**src/rtl/lii_pkg.sv**
```systemverilog
// Shared types and helpers for the LII phy output arbiter.
package lii_pkg;

    localparam int unsigned LII_ID_W = 8;
    localparam int unsigned LII_PW   = 64;

    typedef enum logic {
        IDLE = 1'b0,
        SEND = 1'b1
    } state_t;

    // Sideband travelling with every packed beat on the phy channel.
    typedef struct packed {
        logic [LII_ID_W-1:0] src;
        logic [LII_ID_W-1:0] dst;
        logic                last;
    } lii_tag_t;

    function automatic int unsigned clog2_min1(input int unsigned n);
        return (n <= 1) ? 1 : $clog2(n);
    endfunction

endpackage

```
**src/rtl/lii_out_arbiter_rr_pick.sv**
```systemverilog
// Combinational round-robin select: first requester at or after ptr, cyclically.
module rr_pick
    import lii_pkg::*;
#(
    parameter  int unsigned N  = 4,
    localparam int unsigned GW = clog2_min1(N)
) (
    input  logic [N-1:0]  req,
    input  logic [GW-1:0] ptr,
    output logic [GW-1:0] grant,
    output logic          any_req
);

    logic [GW-1:0] idx;

    // Walk offsets from farthest to nearest so the nearest requester wins.
    always_comb begin
        grant   = '0;
        idx     = '0;
        any_req = |req;
        for (int unsigned k = 0; k < N; k++) begin
            idx = GW'((32'(ptr) + (N - 1 - k)) % N);
            if (req[idx]) begin
                grant = idx;
            end
        end
    end

endmodule

```
**src/rtl/lii_out_arbiter.sv**
```systemverilog
// Round-robin burst arbiter sharing one LII phy output channel between NOUT kernel streams.
module lii_out_arbiter
    import lii_pkg::*;
#(
    parameter int unsigned          NOUT     = 4,
    parameter int unsigned          DW       = 8,
    parameter int unsigned          PW       = LII_PW,
    parameter int unsigned          MAXBURST = 4,
    parameter logic [LII_ID_W-1:0]  SRC_BASE = 8'h00
) (
    input  logic                            aclk,
    input  logic                            arstn,
    input  logic [NOUT*DW-1:0]              s_tdata,
    input  logic [NOUT-1:0]                 s_tvalid,
    output logic [NOUT-1:0]                 s_tready,
    input  logic [NOUT-1:0]                 s_tlast,
    input  logic [NOUT*LII_ID_W-1:0]        s_dst,
    output logic [PW-1:0]                   lii_out_p0_tdata,
    output logic                            lii_out_p0_tvalid,
    input  logic                            lii_out_p0_tready,
    output logic [LII_ID_W-1:0]             lii_out_p0_src,
    output logic [LII_ID_W-1:0]             lii_out_p0_dst,
    output logic                            lii_out_p0_tlast,
    output logic [clog2_min1(NOUT)-1:0]     grant_id,
    output logic                            busy
);

    localparam int unsigned   GW       = clog2_min1(NOUT);
    localparam int unsigned   CW       = clog2_min1(MAXBURST);
    localparam logic [CW-1:0] LAST_CNT = CW'(MAXBURST - 1);
    localparam logic [GW-1:0] LAST_IDX = GW'(NOUT - 1);

    state_t                           state;
    state_t                           state_next;
    logic [GW-1:0]                    ptr;
    logic [GW-1:0]                    grant;
    logic [CW-1:0]                    beat_cnt;
    logic [GW-1:0]                    pick_grant;
    logic                             any_req;
    logic                             out_free;
    logic                             accept;
    logic                             burst_end;
    logic [NOUT-1:0][DW-1:0]          data_arr;
    logic [NOUT-1:0][LII_ID_W-1:0]    dst_arr;
    lii_tag_t                         tag;

    assign data_arr = s_tdata;
    assign dst_arr  = s_dst;
    assign out_free = !lii_out_p0_tvalid || lii_out_p0_tready;

    rr_pick #(.N(NOUT)) u_rr_pick (
        .req     (s_tvalid),
        .ptr     (ptr),
        .grant   (pick_grant),
        .any_req (any_req)
    );

    always_ff @(posedge aclk or negedge arstn) begin
        if (!arstn) begin
            state <= IDLE;
        end else begin
            state <= state_next;
        end
    end

    always_comb begin
        state_next = state;
        case (state)
            IDLE:    if (any_req) state_next = SEND;
            SEND:    if (accept && burst_end) state_next = IDLE;
            default: state_next = IDLE;
        endcase
    end

    // Only the granted stream sees ready, and only when the output stage can take a beat.
    always_comb begin
        s_tready  = '0;
        accept    = 1'b0;
        burst_end = s_tlast[grant] || (beat_cnt == LAST_CNT);
        if (state == SEND) begin
            s_tready[grant] = out_free;
            accept          = s_tvalid[grant] && out_free;
        end
    end

    always_ff @(posedge aclk or negedge arstn) begin
        if (!arstn) begin
            ptr      <= '0;
            grant    <= '0;
            beat_cnt <= '0;
        end else if (state == IDLE && any_req) begin
            grant    <= pick_grant;
            beat_cnt <= '0;
        end else if (accept) begin
            beat_cnt <= beat_cnt + CW'(1);
            if (burst_end) begin
                ptr <= (grant == LAST_IDX) ? '0 : grant + GW'(1);
            end
        end
    end

    // Single output stage: holds its beat until the phy takes it.
    always_ff @(posedge aclk or negedge arstn) begin
        if (!arstn) begin
            lii_out_p0_tvalid <= 1'b0;
            lii_out_p0_tdata  <= '0;
            tag               <= '0;
        end else if (accept) begin
            lii_out_p0_tvalid <= 1'b1;
            lii_out_p0_tdata  <= PW'(data_arr[grant]);
            tag.src           <= SRC_BASE + LII_ID_W'(grant);
            tag.dst           <= dst_arr[grant];
            tag.last          <= burst_end;
        end else if (lii_out_p0_tready) begin
            lii_out_p0_tvalid <= 1'b0;
        end
    end

    assign lii_out_p0_src   = tag.src;
    assign lii_out_p0_dst   = tag.dst;
    assign lii_out_p0_tlast = tag.last;
    assign grant_id         = grant;
    assign busy             = (state == SEND);

endmodule
```
**config.mk**
```make
export PLATFORM = sky130hd
export DESIGN_NAME = lii_out_arbiter
export DESIGN_NICKNAME = d
export VERILOG_FILES = /design/src/rtl/lii_pkg.sv /design/src/rtl/lii_out_arbiter_rr_pick.sv /design/src/rtl/lii_out_arbiter.sv
export SDC_FILE = /design/constraint.sdc
export NUM_CORES = 1
export LEC_CHECK = 0
export ABC_AREA = 1
export CAP_MARGIN = 40
export CORE_MARGIN = 2
export CORE_UTILIZATION = 33
export CTS_BUF_LIST = sky130_fd_sc_hd__clkbuf_2 sky130_fd_sc_hd__clkbuf_4 sky130_fd_sc_hd__clkbuf_8
export CTS_CLUSTER_DIAMETER = 120
export DETAILED_ROUTE_END_ITERATION = 12
export PLACE_DENSITY_LB_ADDON = 0.08
export SETUP_SLACK_MARGIN = 0.5
export SKIP_CTS_REPAIR_TIMING = 1
export SLEW_MARGIN = 5
export SYNTH_ARGS = -nofsm -noshare
export SYNTH_HDL_FRONTEND = slang
export SYNTH_SLANG_ARGS = --single-unit
```
**constraint.sdc**
```tcl
create_clock -name aclk -period 1.55 [get_ports aclk]
set_clock_uncertainty 0.1 [all_clocks]
set_input_delay 0.3875 -clock aclk [delete_from_list [all_inputs] [get_ports aclk]]
set_output_delay 0.3875 -clock aclk [all_outputs]
set_load 0.005 [all_outputs]
```
# Word-level counts from Yosys, hierarchy flattened
# Cells that the tools add are included.
[word_totals]
input_bits = 75
register_bits = 27
output_inout_bits = 89
elab_cells = 68
[op_classes]
reduce_logical = 11
bitwise = 3
addsub = 5
muxes = 32
eq_ne = 2
n_lt_le_gt_ge = 6
[op_table]
columns = ["op", "n"]
rows = [
  ["$bmux 8 s2", 2],
  ["$mux 8", 2],
  ["$lt 2x3->1 const B", 5],
  ["$mux 2", 7],
  ["$bmux 1 s2", 6],
  ["$mux 1", 12],
  ["$add 2x1->2 const B", 3],
  ["$add 2x2->2 const B", 2],
  ["$and 4x4->4", 1],
  ["$eq 2x2->1 const B", 2],
  ["$logic_and 1x1->1", 4],
  ["$mux 4", 1],
  ["$reduce_bool 2->1", 2],
  ["$reduce_or 4->1", 1],
  ["$reduce_and 3->1", 1],
  ["$demux 1 s2", 1],
  ["$ge 2x1->1 const B", 1],
  ["$logic_or 1x1->1", 2],
  ["$not 1->1", 2],
  ["$pmux 1 s2", 1],
  ["$logic_not 1->1", 1],
]

# Logic depth before layout (Yosys ltp)
# Gate-level depths: netlist (run 1).
[logic_depth]
word_depth = 7
ltp_mapped = 11
ltp_nobuf = 10

# Hierarchy
# A second synthesis (run 1) with hierarchy kept.
[hier_totals]
hier_cells = 351
area_unflattened_um2 = 2392.3
[modules_own_cells]
columns = ["mod", "cells_per_inst", "seq_area_each_um2", "area_each_um2", "n_inst"]
rows = [
  ["lii_out_arbiter", 305, 675.6, 2203.4, 1],
  ["rr_pick", 46, 0.0, 188.9, 1],
]

# Worst setup path before layout (run 1)
# No wires, ideal clock.
[synth_timing]
path_kind = "reg2out"
start = "reg grant[1] (netlist: grant_id[1])"
end = "out s_tready[1]"
t_arrival_ns = 1.226
path_buffers = 3
slack_ns = -0.163
t_required_ns = 1.062
stages_incl_launch_ff = 8
path_cell_list = "dfrtp_1 -> buf_2 -> inv_1 -> buf_4 -> buf_2 -> ha_1 -> nand2_1 -> nor2_1"
[synth_between]
elab_chain_cells = 6
word_cells_on_any_way = 7
cone_classes = "order compare: 2; mux: 3; bitwise: 1; reduce/logical: 1"
[synth_lines]
columns = ["element", "line", "source"]
rows = [
  ["start: declaration", "lii_out_arbiter.sv:36", "logic [GW-1:0] grant;"],
  ["start signal: assignment", "lii_out_arbiter.sv:92", "grant <= pick_grant;"],
  ["$lt 2x3->1 (not written as such) / $ge 2x1->1 (equally long branches)", "lii_out_arbiter.sv:81", "s_tready[grant] = out_free;"],
  ["$logic_and 1x1->1 (not written as such)", "lii_out_arbiter.sv:81", ""],
  ["$mux 1 (not written as such)", "lii_out_arbiter.sv:81", ""],
  ["$demux 1 s2 (*)", "lii_out_arbiter.sv:81", ""],
  ["$and 4x4->4 (no line) (*)", "n/a", ""],
  ["$mux 4 (*)", "lii_out_arbiter.sv:80", "if (state == SEND) begin"],
  ["end: declaration", "lii_out_arbiter.sv:15", "output logic [NOUT-1:0] s_tready,"],
]
# Mark *: on every way between the ends. The rest lies on a longest branch, timed or not.

# Worst setup path in the final report (run 1)
[layout_timing]
start = "reg grant[0] (netlist: grant_id[0])"
end = "out s_tready[1]"
# Same word-level chain as after synthesis.

==> impl_metrics.env, run 1 <==
export IMPL_status="finished with violations"
export IMPL_failed_checks="negative setup slack"
export IMPL_fmax_ghz=0.555
export IMPL_cts_sinks=27
export IMPL_postSynth_asyncResetShare=1.00
export IMPL_yosysWarningCount=0
export IMPL_pin_count=164
export IMPL_nets=554
export IMPL_slew_viol_final=0
export IMPL_reg2reg_depth=11
export IMPL_rsz0062_at_grt="yes"
export IMPL_grt_overflow_total=0
export IMPL_cp_max_fo=4
export IMPL_netlist_instances=345
export IMPL_hold_slack_ps=349
export IMPL_fin_setup_tns_ps=-3190
export IMPL_fp_row_count=30
export IMPL_muxShareOfSynthArea=0
export IMPL_drt_wirelength_per_cell_um=12.3
export IMPL_diodes=0
export IMPL_setup_violations=29
export IMPL_hold_viol=0
export IMPL_startpoint="grant_id[0]$_DFFE_PN0P_"
export IMPL_synth_edff_count=0
export IMPL_critPathLaunchType="register"
export IMPL_ctsLongestPathBuffers=2
export IMPL_synth_area_per_cell_um2=6.73
export IMPL_critPathArrivalTime_ps=1310
export IMPL_finalNonFillerCells=569
export IMPL_clk_latency_ps=280
export IMPL_via_count=2437
export IMPL_maxCapViolations=0
export IMPL_h_tree_depth=1
export IMPL_drive_above_1_share=0.247
export IMPL_post_route_period_util=1.16
export IMPL_vdd_ir_drop_worst_mv=0.575
export IMPL_initial_core_util=0.342
export IMPL_leakagePower_nw=1.88
export IMPL_cts_root_buf="clkbuf_8"
export IMPL_ys_ff_latch=27
export IMPL_synth_area_leader_cell="dfrtp_1"
export IMPL_grt_max_degree=37
export IMPL_antenna_found_initial=0
export IMPL_syn_area_mm2=0.00232
export IMPL_drt_initial_drc_count=62
export IMPL_dr_pass1_iters=4
export IMPL_placedCellCount=549
export IMPL_port_buffers=101
export IMPL_yosysSeqAreaShare=0.291
export IMPL_fp_coreArea_mm2=0.00679
export IMPL_synthXorXnorAreaFrac=0
export IMPL_syn_to_final_growth_pct=56.5
export IMPL_synth_cells_most_frequent="100 x nand2_1, 64 x buf_4, 44 x nor2_1"
export IMPL_drc=0
export IMPL_yosys_area_share_simple=0.278
export IMPL_cp_end_kind="primary output"
export IMPL_timing_final_crit_period_ps=1800
export IMPL_yosysMostFrequentCell="nand2_1"
export IMPL_powerDensity_mw_per_mm2=1690
export IMPL_post_place_ws_ps=-631
export IMPL_setup_ws_ps=-251
export IMPL_cts_buffers_inserted=3
export IMPL_grt_pass1_wl_mm=10.4
export IMPL_cts_tree="built"
export IMPL_synth_fa_ha_area_frac=0.0269
export IMPL_synth_top_area_frac=0.291
export IMPL_synth_compound_area_frac=0.138
export IMPL_reg2reg_to="lii_out_p0_tdata[1]$_DFFE_PN0P_"
export IMPL_yosys_top_cells_area="dfrtp_1 29%, buf_4 21%, nand2_1 16%"
export IMPL_place_detailed_hpwl_mm=5.02
export IMPL_gp_congestion=0.818
export IMPL_synth_ff_type="dfrtp_1"
export IMPL_grt_pass1_vias=2243
export IMPL_dieArea_mm2=0.00773
export IMPL_routed_via_density=4.28
export IMPL_regToRegSetupSlack_ps=-110
export IMPL_synth_top_family_by_area="simple AND/OR/NAND/NOR gates"
export IMPL_die_h_um=87.9
export IMPL_ant_nets=0
export IMPL_cp_required_ps=1060
export IMPL_clk_pin_slew_worst_paths_ps=100
export IMPL_critPathKind="reg -> out"
export IMPL_hp_class="in -> async"
export IMPL_wl_mm=6.97
export IMPL_rr_startpoint="grant_id[0]$_DFFE_PN0P_"
export IMPL_die_w_um=87.9
export IMPL_synth_cell_types=23
export IMPL_track_usage=0.171
[worst max path at each step]
stage | endpoint | slack, ps | cells past startpoint
3_5_place_dp | s_tready[1] | -630 | 6
3_3_place_gp | s_tready[1] | -590 | 6
4_1_cts | s_tready[1] | -640 | 6
2_1_floorplan | s_tready[1] | -50 | 7
5_1_grt | s_tready[1] | -310 | 6
6_report | s_tready[1] | -250 | 6
[power by group]
part	switching [mW]	total, mW	internal (mW)
Combinational	2.29	4.38	2.09
Sequential	0.268	1.33	1.07
Clock	0.236	0.417	0.181
Total	2.79	6.13	3.34
[through the flow]
stage	utilization	total power [mW]	instance area (µm²)
floorplan	-	3.78	2640
global placement	0.497	5.19	3380
detailed placement	0.497	5.23	3380
CTS	0.504	5.68	3420
global route	0.535	6.75	3640
finish	0.535	6.13	3640
[critical path: stages, from the launching register on]
cell and delay [ps]:
dfrtp_2 460, buf_6 130, buf_6 100, ha_4 140, nand2_2 50, nor2_2 30, buf_2 120
[registers in the layout, summed over array words and instances, names as in the netlist]
signal	count
beat_cnt	2
lii_out_p0_tvalid	1
lii_out_p0_tlast	1
grant_id	2
lii_out_p0_src	2
lii_out_p0_dst	8
busy	1
ptr	2
lii_out_p0_tdata	8
[area by class of cell]
| cell class | instances | area [µm²] |
|---|---|---|
| clock buffers | 3 | 41.3 |
| clock inverters | 1 | 5.00 |
| fillers | 674 | 3160 |
| inverters | 15 | 76.3 |
| multi-input cells | 286 | 1380 |
| flip-flops and latches | 27 | 681 |
| well taps | 96 | 120 |
| repair buffers | 141 | 1330 |
[metal layers]
layer	track usage	wire, µm	up-vias
met2	0.315	3620	93
li1	-	-	1231
met4	0.0476	113	0
met3	0.0264	386	10
met5	0	0	-
met1	0.206	2850	1103
[cell usage in the layout (no fill, tap or decap), drive strengths merged]
cell           synthesis  final
a21o                   1      1
a21oi                  1      1
a31oi                  1      1
buf                   74     58
clkbuf                 4     11
clkdlybuf4s50          0     70
clkinv                 0      2
conb                   1     62
dfrtp                 27     27
dlymetal6s2s           0      5
ha                     5      5
inv                   15     14
nand2                103    103
nand3                 13     13
nand4                  1      1
nor2                  44     44
o211ai                 1      1
o21ai                 37     37
o22ai                 16     16
or2                    1      1
[cells by family after synthesis]
family | count (synthesis)
other | 1
and+or+nand+nor | 162
buffers and inverters | 93
DFF | 27
AOI/OAI and AO/OA | 57
adders and majority gates | 5
Note: power is estimated with default switching activity, not from simulation.
==> run 2: changes to the inputs <==
--- a/config.mk
+++ b/config.mk
@@ -12,7 +12,7 @@
 export CTS_BUF_LIST = sky130_fd_sc_hd__clkbuf_2 sky130_fd_sc_hd__clkbuf_4 sky130_fd_sc_hd__clkbuf_8
 export CTS_CLUSTER_DIAMETER = 120
 export DETAILED_ROUTE_END_ITERATION = 12
-export PLACE_DENSITY_LB_ADDON = 0.08
+export PLACE_DENSITY = 0.78
 export SETUP_SLACK_MARGIN = 0.5
 export SKIP_CTS_REPAIR_TIMING = 1
 export SLEW_MARGIN = 5
==> run 2 against run 1 <==
The run still ends with negative setup slack left; total power is 15% higher; worst setup slack better by 22 ps; largest power group unchanged; utilization is 4.0 points higher; non-clock buffer count is 18 higher; clock-buffer cell count stayed put; critical path depth is 3 higher; wire length is 7.1% higher.
==> impl_metrics.env, run 2 (synthesized netlist as in run 1, its figures left out) <==
export IMPL_drive_above_1_share=0.299
export IMPL_hp_class="in -> async"
export IMPL_nets=572
export IMPL_drc=0
export IMPL_grt_overflow_total=0
export IMPL_grt_pass1_wl_mm=10.2
export IMPL_status="finished with violations"
export IMPL_use_met1=0.187
export IMPL_setup_violations=29
export IMPL_regArea_um2=679
export IMPL_leakagePower_nw=1.99
export IMPL_drt_wirelength_per_cell_um=12.7
export IMPL_clk_pin_slew_worst_paths_ps=100
export IMPL_post_route_period_util=1.15
export IMPL_setup_ws_ps=-229
export IMPL_critPathArrivalTime_ps=1850
export IMPL_hold_viol=0
export IMPL_final_area_mm2=0.00391
export IMPL_h_tree_depth=1
export IMPL_placed_cell_area_mm2=0.00334
export IMPL_clockPowerShare=0.058
export IMPL_grt_busiest_layer="met2"
export IMPL_die_w_um=87.9
export IMPL_seqPwrFrac=0.190
export IMPL_powerDensity_mw_per_mm2=1800
export IMPL_path_cells="buf_12, buf_6, buf_6, o211ai_2, nand2_2, nand2_4, buf_4, clkbuf_16, o21ai_0"
export IMPL_regToRegSetupSlack_ps=-230
export IMPL_cts_sinks=27
export IMPL_cp_max_fo=6
export IMPL_rr_startpoint="grant_id[0]$_DFFE_PN0P_"
export IMPL_combPwrFrac=0.751
export IMPL_reg2reg_to="lii_out_p0_src[1]$_DFFE_PN0P_"
export IMPL_failed_checks="negative setup slack"
export IMPL_layout_commonest_cell="nand2_1"
export IMPL_cp_required_ps=1620
export IMPL_ctsLongestPathBuffers=2
export IMPL_maxCapViolations=0
export IMPL_post_route_util=0.576
export IMPL_pin_count=164
export IMPL_dieArea_mm2=0.00773
export IMPL_cts_buffers_inserted=3
export IMPL_critPathKind="reg -> reg"
export IMPL_swShare=0.441
export IMPL_drt_initial_drc_count=118
export IMPL_antenna_found_initial=0
export IMPL_p_int_mw=3.93
export IMPL_path_common_cell="buf_6"
export IMPL_cts_tree="built"
export IMPL_timing_final_crit_period_ps=1780
export IMPL_reg2reg_depth=9
export IMPL_track_usage=0.166
export IMPL_grt_pass1_vias=2224
export IMPL_fillerInstances=627
export IMPL_ant_nets=0
export IMPL_cts_root_buf="clkbuf_8"
export IMPL_cpPeakStageDelay_ps=490
export IMPL_slew_viol_final=0
export IMPL_rsz0062_at_grt="yes"
export IMPL_dr_pass1_iters=4
export IMPL_port_buffers=101
export IMPL_critPathLaunchType="register"
export IMPL_grt_use_met2=0.311
export IMPL_die_h_um=87.9
export IMPL_initial_core_util=0.342
export IMPL_fp_row_count=30
export IMPL_gp_congestion=0.781
export IMPL_place_detailed_hpwl_mm=5.06
export IMPL_syn_to_final_growth_pct=68.3
export IMPL_mostFrequentLayoutCells="73 x nand2_1, 71 x clkdlybuf4s50_1, 62 x conb_1"
export IMPL_critPathSlowestCell="dfrtp_2"
export IMPL_diodes=0
export IMPL_wl_mm=7.47
export IMPL_vdd_ir_drop_worst_mv=0.724
export IMPL_via_count=2593
export IMPL_multi_input_area_mm2=0.00144
export IMPL_fp_coreArea_mm2=0.00679
export IMPL_fmax_ghz=0.562
export IMPL_p_sw_mw=3.10
export IMPL_grt_max_degree=37
export IMPL_clk_latency_ps=270
export IMPL_gr_usage_met3=0.0311
export IMPL_routed_via_density=4.42
export IMPL_cp_end_kind="register"
==> run 2: cell types whose count changed in the layout (fill, tap and decap cells not counted), sizes merged <==
cell	delta
clkinv	-1
clkinvlp	+1
dlymetal6s2s	-2
buf	+18
clkdlybuf4s50	+1
clkbuf	+1
==> run 2: power by group through the flow <==
stage / registers (mW) / clock network (mW) / logic (mW)
floorplan: 1.31 / 0 / 2.47
global placement: 1.31 / 0 / 3.73
detailed placement: 1.32 / 0 / 3.85
CTS: 1.31 / 0.422 / 3.86
global route: 1.38 / 0.452 / 5.75
finish: 1.34 / 0.410 / 5.28
==> run 2: stage by stage <==
stage | setup slack (ps) | total power [mW] | cells | setup TNS, ps | hold slack, ps
6_report | -229 | 7.03 | 587 | -5180 | 347
3_5_place_dp | -623 | 5.17 | 546 | -10360 | 368
5_1_grt | -311 | 7.58 | 587 | -7720 | 362
2_1_floorplan | -53.8 | 3.78 | 406 | -107 | -8.09
4_1_cts | -633 | 5.59 | 550 | -10580 | 351
3_3_place_gp | -588 | 5.04 | 546 | -10070 | 363
==> run 2: worst max-delay path by stage <==
| stage | end | start | slack, ps |
|---|---|---|---|
| 5_1_grt | lii_out_p0_tdata[3]$_DFFE_PN0P_ | grant_id[0]$_DFFE_PN0P_ | -310 |
| 3_3_place_gp | s_tready[0] | lii_out_p0_tready | -590 |
| 6_report | lii_out_p0_src[1]$_DFFE_PN0P_ | grant_id[0]$_DFFE_PN0P_ | -230 |
| 2_1_floorplan | s_tready[1] | grant_id[1]$_DFFE_PN0P_ | -50 |
| 4_1_cts | s_tready[1] | lii_out_p0_tready | -630 |
| 3_5_place_dp | s_tready[1] | lii_out_p0_tready | -620 |
==> run 2: worst max-delay path: cells and delay by family, from the launching register on <==
family / cells / cell delay [ps]
AO/OA/AOI/OAI: 2 / 200
buffers and inverters: 5 / 650
flip-flops: 1 / 490
AND/OR/NAND/NOR: 2 / 220
==> run 2: final cells by class <==
class	instances	area share
inverter	15	0.0182
tap	96	0.0307
clock inverter	1	0.00192
multi-input combinational	286	0.368
timing repair buffer	159	0.396
clock buffer	3	0.0106
sequential	27	0.174
==> run 2: per-layer routing <==
metal	vias up	wire, µm
li1	1274	-
met3	12	458
met2	111	3940
met4	0	106
met1	1196	2970
met5	-	0
==> run 3: changes to the inputs <==
--- a/config.mk
+++ b/config.mk
@@ -5,14 +5,13 @@
 export SDC_FILE = /design/constraint.sdc
 export NUM_CORES = 1
 export LEC_CHECK = 0
-export ABC_AREA = 1
 export CAP_MARGIN = 40
 export CORE_MARGIN = 2
-export CORE_UTILIZATION = 33
+export CORE_UTILIZATION = 32
 export CTS_BUF_LIST = sky130_fd_sc_hd__clkbuf_2 sky130_fd_sc_hd__clkbuf_4 sky130_fd_sc_hd__clkbuf_8
 export CTS_CLUSTER_DIAMETER = 120
 export DETAILED_ROUTE_END_ITERATION = 12
-export PLACE_DENSITY = 0.78
+export PLACE_DENSITY = 0.77
 export SETUP_SLACK_MARGIN = 0.5
 export SKIP_CTS_REPAIR_TIMING = 1
 export SLEW_MARGIN = 5
==> run 3 against run 2 <==
The flow still finishes with violations (negative setup slack); area after synthesis down 5.1%; total power shrank 19%; worst setup slack worse by 160 ps; sequential share of layout area grew 1.3 points; critical path depth is 3 lower; non-clock buffer count is 2 lower; wire length decreased by 17%; cell area decreased by 7.1%; register-to-register slack worse by 160 ps; worst hold slack better by 29 ps; global-route usage down 3.1 points; highest routed layer unchanged.
==> impl_metrics.env, run 3 <==
export IMPL_status="finished with violations"
export IMPL_failed_checks="negative setup slack"
export IMPL_synth_fa_ha_area_frac=0.0284
export IMPL_synth_top_family_by_area="multiplexers"
export IMPL_fp_row_count=30
export IMPL_yosysMostFrequentCell="buf_4"
export IMPL_track_usage=0.135
export IMPL_critPathLaunchType="register"
export IMPL_hold_slack_ps=376
export IMPL_initial_core_util=0.328
export IMPL_pin_count=164
export IMPL_hp_class="in -> async"
export IMPL_mostFrequentLayoutCells="70 x clkdlybuf4s50_1, 62 x conb_1, 32 x buf_4"
export IMPL_die_h_um=87.0
export IMPL_grt_max_degree=28
export IMPL_p_total_mw=5.72
export IMPL_synth_cells_most_frequent="62 x buf_4, 27 x dfrtp_1, 18 x mux4_2"
export IMPL_drt_initial_drc_count=34
export IMPL_cpPeakStageDelay_ps=540
export IMPL_drive_above_1_share=0.426
export IMPL_place_detailed_hpwl_mm=4.40
export IMPL_leakagePower_nw=1.79
export IMPL_gp_congestion=0.747
export IMPL_cts_buffers_inserted=3
export IMPL_layout_commonest_cell="clkdlybuf4s50_1"
export IMPL_h_tree_depth=1
export IMPL_postSynth_asyncResetShare=1.00
export IMPL_finalNonFillerCells=416
export IMPL_syn_to_final_growth_pct=64.7
export IMPL_maxCapViolations=0
export IMPL_critPathSlowestCell="mux4_2"
export IMPL_synth_compound_area_frac=0.0550
export IMPL_vdd_ir_drop_worst_mv=0.619
export IMPL_dieArea_mm2=0.00757
export IMPL_drt_wirelength_per_cell_um=14.9
export IMPL_yosysWarningCount=0
export IMPL_ctsLongestPathBuffers=2
export IMPL_post_route_period_util=1.25
export IMPL_cp_max_fo=6
export IMPL_cp_end_kind="register"
export IMPL_die_w_um=87.0
export IMPL_cts_root_buf="clkbuf_8"
export IMPL_cp_required_ps=1610
export IMPL_yosysSeqAreaShare=0.306
export IMPL_path_cells="buf_6, buf_6, mux4_2, nor2_4, nor2_4, mux2_4"
export IMPL_post_place_ws_ps=-734
export IMPL_synthXorXnorAreaFrac=0.00397
export IMPL_synth_top_area_frac=0.306
export IMPL_slew_viol_final=0
export IMPL_diodes=0
export IMPL_synth_cell_types=32
export IMPL_synth_edff_count=0
export IMPL_clk_pin_slew_worst_paths_ps=90
export IMPL_dr_pass1_iters=4
export IMPL_drc=0
export IMPL_grt_overflow_total=0
export IMPL_critPathArrivalTime_ps=2000
export IMPL_grt_pass1_wl_mm=7.98
export IMPL_ys_ff_latch=27
export IMPL_fmax_ghz=0.515
export IMPL_routed_via_density=4.40
export IMPL_setup_ws_ps=-392
export IMPL_grt_pass1_vias=1611
export IMPL_port_buffers=101
export IMPL_synth_area_per_cell_um2=12.0
export IMPL_powerDensity_mw_per_mm2=1570
export IMPL_yosys_area_share_simple=0.0476
export IMPL_ant_nets=0
export IMPL_clk_latency_ps=270
export IMPL_netlist_instances=184
export IMPL_placedCellCount=379
export IMPL_cts_tree="built"
export IMPL_antenna_found_initial=0
export IMPL_via_count=1829
export IMPL_timing_final_crit_period_ps=1940
export IMPL_syn_area_mm2=0.00221
export IMPL_cts_sinks=27
export IMPL_nets=417
export IMPL_synth_area_leader_cell="dfrtp_1"
export IMPL_muxShareOfSynthArea=0.307
export IMPL_fillerInstances=539
export IMPL_synth_ff_type="dfrtp_1"
export IMPL_rsz0062_at_grt="yes"
export IMPL_fp_coreArea_mm2=0.00672
export IMPL_critPathKind="reg -> reg"
export IMPL_hold_viol=0
export IMPL_setup_violations=30
export IMPL_yosys_top_cells_area="dfrtp_1 31%, buf_4 21%, mux4_2 18%"
export IMPL_wl_mm=6.18
-- run 3: cells by family (layout without fill, tap and decap cells) --
group / after synthesis / count (layout)
mux: 38 / 38
xor+xnor: 1 / 1
compound gates: 18 / 18
other cells: 1 / 62
simple gates: 19 / 19
fa+ha+maj: 5 / 5
buf+inv: 75 / 166
flops: 27 / 27
-- run 3: per-layer routing --
metal / global-route usage / part of all wire / up-vias / routed length, µm
li1: - / - / 834 / -
met1: 0.148 / 0.37 / 886 / 2270
met2: 0.250 / 0.52 / 105 / 3220
met3: 0.0332 / 0.10 / 4 / 631
met4: 0.0511 / 0.010 / 0 / 63
met5: 0 / 0 / - / 0
-- run 3: final cells by class --
type                       count  area [µm²]  share of cell area
tap                           80         100              0.0275
inverter                       5        23.8             0.00654
clock buffer                   4        48.8              0.0134
timing repair buffer         157        1470               0.404
multi-input combinational    143        1310               0.362
sequential                    27         678               0.187
-- run 3: path summary, 6_finish.rpt --
check / to / cells after the start / slack [ps] / startpoint
worst max-delay path: ptr[1]$_DFFE_PN0P_ / 6 / -390 / grant_id[0]$_DFFE_PN0P_
worst min-delay path: lii_out_p0_src[1]$_DFFE_PN0P_ / 2 / 380 / arstn
worst max register to register: ptr[1]$_DFFE_PN0P_ / 6 / -390 / grant_id[0]$_DFFE_PN0P_
worst min register to register: lii_out_p0_src[1]$_DFFE_PN0P_ / 2 / 400 / lii_out_p0_src[1]$_DFFE_PN0P_
max in group asynchronous: grant_id[0]$_DFFE_PN0P_ / 2 / 810 / arstn
min in group aclk: lii_out_p0_src[1]$_DFFE_PN0P_ / 2 / 400 / lii_out_p0_src[1]$_DFFE_PN0P_
-- run 3: report_power, final --
| group | internal, mW | switching, mW | total, mW | leakage [nW] |
|---|---|---|---|---|
| Clock | 0.201 | 0.209 | 0.410 | 0.0262 |
| Sequential | 1.06 | 0.270 | 1.33 | 0.321 |
| Combinational | 2.52 | 1.45 | 3.97 | 1.44 |
-- run 3: stage by stage --
step	TNS [ps]	util	cell area (µm²)
6_report	-9450	0.541	3630
5_1_grt	-10940	0.541	3630
4_1_cts	-14090	0.492	3300
3_5_place_dp	-18930	0.484	3250
3_3_place_gp	-17690	0.484	3250
2_1_floorplan	-3810	-	2510
-- run 3: critical path, delay by kind of cell (launching register included) --
kind          cells  cell delay (ps)
flops             1              450
simple gates      2              220
mux               2              830
buf+inv           2              220
==> RTL edit (config.mk and constraints of run 1) <==
The parameter `NOUT` goes from 4 to 3.
--- a/src/rtl/lii_out_arbiter.sv
+++ b/src/rtl/lii_out_arbiter.sv
@@ -2,7 +2,7 @@
 module lii_out_arbiter
     import lii_pkg::*;
 #(
-    parameter int unsigned          NOUT     = 4,
+    parameter int unsigned          NOUT     = 3,
     parameter int unsigned          DW       = 8,
     parameter int unsigned          PW       = LII_PW,
     parameter int unsigned          MAXBURST = 4,
Interface: changed (5 resized); port bits go from 164 to 145. The function was not compared with the original's and may differ.
==> RTL edit against run 1 <==
- the run still ends with setup timing left
- first-iteration DRC count shrank 60%
- sequential cell count is the same
- total power is 1.3% lower
- routed wire length down 16%
- setup slack better by 39 ps
- via count shrank 14%
- area after synthesis down 9.1%
- final cell count fell by 13%
- sequential share of layout area rose by 0.93 points
- design area fell by 4.9%
==> RTL edit: results (changes against run 1) <==
Largest cells by area after synthesis -> dfrtp_1, buf_4, nand2_1, nand3_1, inv_1 (was dfrtp_1, buf_4, nand2_1, o21ai_0, nor2_1)
Post-synthesis sequential area ratio -> 32.0% (was 29.1%)
Status -> complete, but fails checks (unchanged)
Reg power frac -> 21.0% (was 21.8%)
Wirelength, routed -> 5870 µm (was 6970 µm)
Gate power share -> 72.1% (was 71.4%)
Setup violators final -> 23 (was 29)
GPL Wtd Cong -> 0.853 (was 0.818)
Post-DP Area -> 2920 µm² (was 3380 µm²)
Post-DP HPWL -> 4030 µm (was 5020 µm)
Crit-path slowest cell -> dfrtp_1 (was dfrtp_2)
Fin Setup TNS -> -1020 ps (was -3190 ps)
Lkg Pwr -> 1.81 nW (was 1.88 nW)
CTS Root Cell -> clkbuf_8 (unchanged)
Failing checks -> setup timing (unchanged)
Mean Syn Cell Area -> 7.04 µm² (was 6.73 µm²)
Initial DRC Count -> 25 (was 62)
CP Max Fanout -> 3 (was 4)
First-pass GRT wire length -> 8470 µm (was 10400 µm)
Final WS setup -> -213 ps (was -251 ps)
Vias/cell -> 4.22 (was 4.28)
Synth unique cells -> 22 (was 23)
Cell total after placement -> 468 (was 549)
Vias in the first global route -> 1793 (was 2243)
Largest net degree at the start of global routing -> 28 (was 37)
CP max stage delay -> 390 ps (was 460 ps)
Synth top cells by count -> nand2_1, buf_4, dfrtp_1, nand3_1, inv_1 (was nand2_1, buf_4, nor2_1)
Fillers -> 614 (was 674)
Layout cell share with drive strength beyond 1 -> 38.4% (was 24.7%)
DR WL/cell -> 11.9 µm (was 12.3 µm)
Gr usage total -> 14.4% (was 17.1%)
ANT cells -> 0 (unchanged)
Initial antenna violation count -> 0 (unchanged)
Hold Crit Class -> in -> reg (was in -> async)
Pre-CTS WS -> -689 ps (was -631 ps)
Final nets -> 479 (was 554)
-- RTL edit: changes by cell type after synthesis, sizes merged, moves of 15 or more --
cell,before,now
nand2,103,127
nand3,13,28
nor2,44,11
o21ai,37,6
o22ai,16,0
-- RTL edit: path summary, 6_finish.rpt --
check	from	endpoint	slack [ps]	cells past startpoint
setup / recovery	lii_out_p0_tvalid$_DFFE_PN0P_	s_tready[2]	-210	6
hold / removal	lii_out_p0_tready	lii_out_p0_tvalid$_DFFE_PN0P_	250	2
setup reg to reg	grant_id[1]$_DFFE_PN0P_	lii_out_p0_tdata[4]$_DFFE_PN0P_	-40	10
hold reg to reg	lii_out_p0_tdata[1]$_DFFE_PN0P_	lii_out_p0_tdata[1]$_DFFE_PN0P_	380	2
max in group asynchronous	arstn	ptr[0]$_DFFE_PN0P_	820	2
min in group asynchronous	arstn	lii_out_p0_tdata[0]$_DFFE_PN0P_	360	2
-- RTL edit: cell type report --
| class | instances | area [µm²] | area share [%] |
|---|---|---|---|
| clock inverters | 1 | 5.00 | 0.145 |
| clock buffers | 3 | 41.3 | 1.19 |
| flip-flops and latches | 27 | 679 | 19.6 |
| repair buffers | 119 | 1150 | 33.2 |
| multi-input cells | 246 | 1370 | 39.7 |
| well taps | 77 | 96.3 | 2.79 |
| inverters | 19 | 86.3 | 2.50 |
| repair inverters | 2 | 27.5 | 0.796 |
-- RTL edit: layer usage --
metal	GRT usage, %	part of all wire [%]	up-vias
met1	17.3	40	970
met2	27.2	54	69
met4	3.23	1.3	0
met5	0	0	-
met3	1.88	4.6	6
li1	-	-	1039
-- RTL edit: cells by family after synthesis --
logic type | after synthesis | synth area share, %
compound gates | 9 | 2.13
fa+ha+maj | 4 | 2.37
buf+inv | 89 | 29.0
flops | 27 | 32.0
other cells | 1 | 0.178
simple gates | 170 | 34.4
